File: config.mk
export PLATFORM = sky130hd
export DESIGN_NAME = lwc_pipe_reg
export DESIGN_NICKNAME = d
export VERILOG_FILES = /design/src/rtl/lwc_pipe_reg_pkg.sv /design/src/rtl/lwc_pipe_reg_stage.sv /design/src/rtl/lwc_pipe_reg.sv
export SDC_FILE = /design/constraint.sdc
export NUM_CORES = 1
export LEC_CHECK = 0
export ABC_AREA = 0
export BUFFER_PORTS_ARGS = -buffer_cell sky130_fd_sc_hd__buf_2
export CORE_UTILIZATION = 63
export CTS_CLUSTER_SIZE = 25
export DETAILED_ROUTE_END_ITERATION = 6
export PLACE_DENSITY = 0.85
export SYNTH_ARGS = -nofsm -noshare
export SYNTH_HDL_FRONTEND = slang
export SYNTH_HIERARCHICAL = 1
export SYNTH_SLANG_ARGS = --single-unit
File: constraint.sdc
create_clock -name clk -period 4.12 [get_ports clk]
set_clock_uncertainty 0.15 [all_clocks]
set_input_delay 1.03 -clock clk [delete_from_list [all_inputs] [get_ports clk]]
set_output_delay 1.03 -clock clk [all_outputs]
set_load 0.005 [all_outputs]
File: src/rtl/lwc_pipe_reg_pkg.sv
// Shared helpers for the LWC elastic register pipeline.
package lwc_pipe_reg_pkg;

    function automatic int cnt_w(input int depth);
        return $clog2(depth + 1);
    endfunction

endpackage

File: src/rtl/lwc_pipe_reg_stage.sv
// One elastic pipeline stage: valid bit plus data word.
module lwc_pipe_reg_stage #(
    parameter int unsigned WIDTH    = 32,
    parameter bit          RST_DATA = 1'b1
) (
    input  logic             clk,
    input  logic             rst_i,
    input  logic             flush_i,
    input  logic             load_i,
    input  logic             adv_i,
    input  logic [WIDTH-1:0] din_i,
    output logic             valid_o,
    output logic [WIDTH-1:0] data_o
);

    logic             v_q, v_d;
    logic [WIDTH-1:0] d_q, d_d;

    // Flush drops words but leaves data untouched; rst wins over flush.
    always_comb begin
        v_d = v_q;
        d_d = d_q;
        if (rst_i) begin
            v_d = 1'b0;
            if (RST_DATA) d_d = '0;
        end else if (flush_i) begin
            v_d = 1'b0;
        end else if (load_i) begin
            v_d = 1'b1;
            d_d = din_i;
        end else if (adv_i) begin
            v_d = 1'b0;
        end
    end

    always_ff @(posedge clk) begin
        v_q <= v_d;
        d_q <= d_d;
    end

    assign valid_o = v_q;
    assign data_o  = d_q;

endmodule

File: src/rtl/lwc_pipe_reg.sv
// Elastic DEPTH-stage register pipeline with flush and occupancy count.
module lwc_pipe_reg
    import lwc_pipe_reg_pkg::*;
#(
    parameter int unsigned WIDTH    = 32,
    parameter int unsigned DEPTH    = 4,
    parameter bit          RST_DATA = 1'b1
) (
    input  logic                      clk,
    input  logic                      rst,
    input  logic                      flush,
    input  logic                      s_valid,
    output logic                      s_ready,
    input  logic [WIDTH-1:0]          s_data,
    output logic                      m_valid,
    input  logic                      m_ready,
    output logic [WIDTH-1:0]          m_data,
    output logic [cnt_w(DEPTH)-1:0]   count
);

    localparam int CW = cnt_w(DEPTH);

    logic [DEPTH-1:0] v;
    logic [DEPTH-1:0] adv;
    logic [DEPTH-1:0] load;
    logic [WIDTH-1:0] d [DEPTH];
    logic             in_xfer;
    logic             out_xfer;
    logic [CW-1:0]    cnt_q, cnt_d;

    assign m_valid  = v[DEPTH-1] & ~flush & ~rst;
    assign out_xfer = m_valid & m_ready;

    // Ready ripples from m_ready back to the input through every stage.
    always_comb begin
        adv = '0;
        adv[DEPTH-1] = out_xfer;
        for (int k = int'(DEPTH) - 2; k >= 0; k--) begin
            adv[k] = v[k] & (~v[k+1] | adv[k+1]);
        end
    end

    assign s_ready = ~rst & ~flush & (~v[0] | adv[0]);
    assign in_xfer = s_valid & s_ready;

    always_comb begin
        load    = '0;
        load[0] = in_xfer;
        for (int k = 1; k < int'(DEPTH); k++) begin
            load[k] = adv[k-1];
        end
    end

    for (genvar k = 0; k < DEPTH; k++) begin : g_stage
        logic [WIDTH-1:0] din;
        if (k == 0) begin : g_first
            assign din = s_data;
        end else begin : g_rest
            assign din = d[k-1];
        end

        lwc_pipe_reg_stage #(
            .WIDTH    (WIDTH),
            .RST_DATA (RST_DATA)
        ) u_stage (
            .clk     (clk),
            .rst_i   (rst),
            .flush_i (flush),
            .load_i  (load[k]),
            .adv_i   (adv[k]),
            .din_i   (din),
            .valid_o (v[k]),
            .data_o  (d[k])
        );
    end

    always_comb begin
        cnt_d = cnt_q;
        if (rst || flush) begin
            cnt_d = '0;
        end else begin
            cnt_d = cnt_q + CW'(in_xfer) - CW'(out_xfer);
        end
    end

    always_ff @(posedge clk) begin
        cnt_q <= cnt_d;
    end

    assign m_data = d[DEPTH-1];
    assign count  = cnt_q;

endmodule

==> results.json <==
{
  "startpoint_type": "input port",
  "critPathArrivalTime_ps": 1890,
  "die_w_um": 102,
  "ant_nets": 0,
  "vias": 4448,
  "cts_buffers": 17,
  "drv_cap": 0,
  "peakVddDrop_mv": 0.236,
  "cts_setup_buffers": 0,
  "dr.pass1.iters": 4,
  "setup_viol": 0,
  "critPathKind": "input port to output pin",
  "syn_inst": 622,
  "avgViaCountPerCell": 5.55,
  "place_congestion": 0.749,
  "grt_max_degree": 181,
  "required_ps": 2940,
  "synth_common_cells": "135 x dfxtp_1, 128 x nand2b_1, 128 x nand4bb_1",
  "design_area_um2": 7070,
  "final_util_pct": 73.0,
  "slowest_delay_ps": 480,
  "worst_pin_slew_ps": 1160,
  "yosys_warnings": 6,
  "post-dp-hpwl_mm": 6.82,
  "dpl_cell_area_um2": 6490,
  "ys_ff_latch": 135,
  "hold_path.class": "register to register",
  "slew_violations": 0,
  "post_cts_resized": 0,
  "routed_wl_mm": 11.4,
  "fin_nets": 696,
  "htreeDepth": 4,
  "outcome": "complete, no violations",
  "fin_crit_sh_pct": 74.6,
  "cp_cell_sequence": "buf_4 > nor2_2 > o31a_1 > buf_2",
  "synth_fp_nets": 662,
  "synth_top_cell_by_area": "dfxtp_1",
  "max_slew_margin_pct": 22.5,
  "final_cells": 802,
  "drive_gt1_share_pct": 17.3,
  "ys_types": 29,
  "grt_first_pass_wirelength_mm": 19.0,
  "drt_iter0_markers": 247,
  "fin_crit_ps": 3070,
  "clock.fmax_mhz": 326,
  "gr-usage-all-layers_pct": 23.4,
  "async_flop_share_pct": 0,
  "areaGrowthSynthToFinish_pct": 12.9,
  "grt_pass1_vias": 3912,
  "netlist_area_um2": 6260,
  "synth_edf_count": 0,
  "clk_latency_ps": 520,
  "synth_ff_type": "dfxtp_1",
  "p_leak_nw": 2.52,
  "grt_overflow": 0,
  "clk_pin_slew_ps": 50,
  "clockBufferDepth": 2,
  "powerDensity_nw_per_um2": 411,
  "yosysTopAreaCellShare_pct": 43.2,
  "critPathBufInv": 2,
  "yosysMostFrequentCell": "dfxtp_1",
  "placementRows": 36,
  "total_power_mw": 2.90,
  "die_area_um2": 10300,
  "dp_cells": 770,
  "hold_violations": 0,
  "drc": 0,
  "wl_per_cell_um": 14.3,
  "synth_area_leaders": "dfxtp_1 43%, nand4bb_1 23%, nand2b_1 13%",
  "ctsHoldBuffers": 0,
  "tritoncts": "done",
  "critPathMaxFanout": 86,
  "io_pins": 74,
  "ys_seq_area_share_pct": 43.2,
  "diodes": 0,
  "crit_path_top_delay_cell": "buf_4",
  "end_kind": "output pin",
  "antenna_found_initial": 0,
  "clock-sinks": 135,
  "cp_top_family": "buffers and inverters",
  "io_buffers": 73,
  "core_um2": 9680,
  "die_h_um": 102,
  "root_buffer": "clkbuf_8",
  "rsz0062_at_grt": "no",
  "start_util_pct": 64.6,
  "tns_ps": 0,
  "syn_avg_cell_area_um2": 10.1
}
sequential cells by signal (all words and copies together), names as in the netlist:
name	flops
g_stage.u_stage/valid_o	4
g_stage.u_stage/data_o	128
count	3
path summary, 6_finish.rpt:
kind                                                   start                                    endpoint  slack (ps)  depth (start not counted)
hold reg to reg   g_stage[3].u_stage/data_o[26]$_SDFFE_PP0P_  g_stage[3].u_stage/data_o[26]$_SDFFE_PP0P_         310                          2
hold / removal    g_stage[3].u_stage/data_o[26]$_SDFFE_PP0P_  g_stage[3].u_stage/data_o[26]$_SDFFE_PP0P_         310                          2
setup / recovery                                         rst                                     s_ready        1050                          4
setup reg to reg     g_stage[3].u_stage/valid_o$_SDFFE_PP0P_                         count[2]$_SDFF_PP0_        1850                          9
power by group:
group | total, mW | leakage, nW | switching, mW | internal [mW]
clock network | 1.44 | 0.281 | 0.520 | 0.920
logic | 0.145 | 1.15 | 0.0635 | 0.0813
registers | 1.32 | 1.09 | 0.00438 | 1.31
total | 2.90 | 2.52 | 0.588 | 2.32
routing by layer:
layer	track usage (%)	vias up	part of all wire, %
li1	-	2309	-
met1	34.1	2037	52
met2	33.0	95	43
met3	6.42	7	4.6
met4	8.03	0	0.94
met5	0	-	0
cells in the final DEF, fill, tap and decap left out, types with 2 or more instances in the layout:
master	count
nand2b_1	128
o21ai_0	4
ha_1	2
nor2b_4	4
clkinv_2	4
nand4bb_1	128
nor2_1	4
inv_1	4
buf_2	71
clkbuf_1	3
o21ai_1	124
clkinvlp_4	2
clkbuf_8	5
nor3_1	2
clkbuf_16	16
dfxtp_1	135
o21a_1	7
buf_4	8
bufinv_16	2
nor2b_1	4
kinds of logic after synthesis:
kind of cell	share of synthesized area, %
fa+ha+maj	0.720
xor+xnor	0.360
flops	43.2
simple gates	38.4
compound gates	11.5
buf+inv	5.84
worst min-delay path, cell delays in order, from the launching register on:
cell and delay, ps:
dfxtp_1 300, nand2b_1 60, o21ai_1 50
final cells by class:
cell class	instances	area (um2)
Multi-Input combinational cell	419	3190
Clock inverter	8	95.1
Clock buffer	24	480
Tap cell	133	166
Inverter	4	15.0
Fill cell	696	2620
Sequential cell	135	2700
Timing Repair Buffer	79	415
through the flow:
step | hold slack, ps | worst slack, ps
5_1_grt | 331 | 952
6_report | 308 | 1050
3_5_place_dp | 301 | 800
4_1_cts | 313 | 1050
2_1_floorplan | 292 | 1470
3_3_place_gp | 303 | 915
Power figures use the tool's default switching activity.
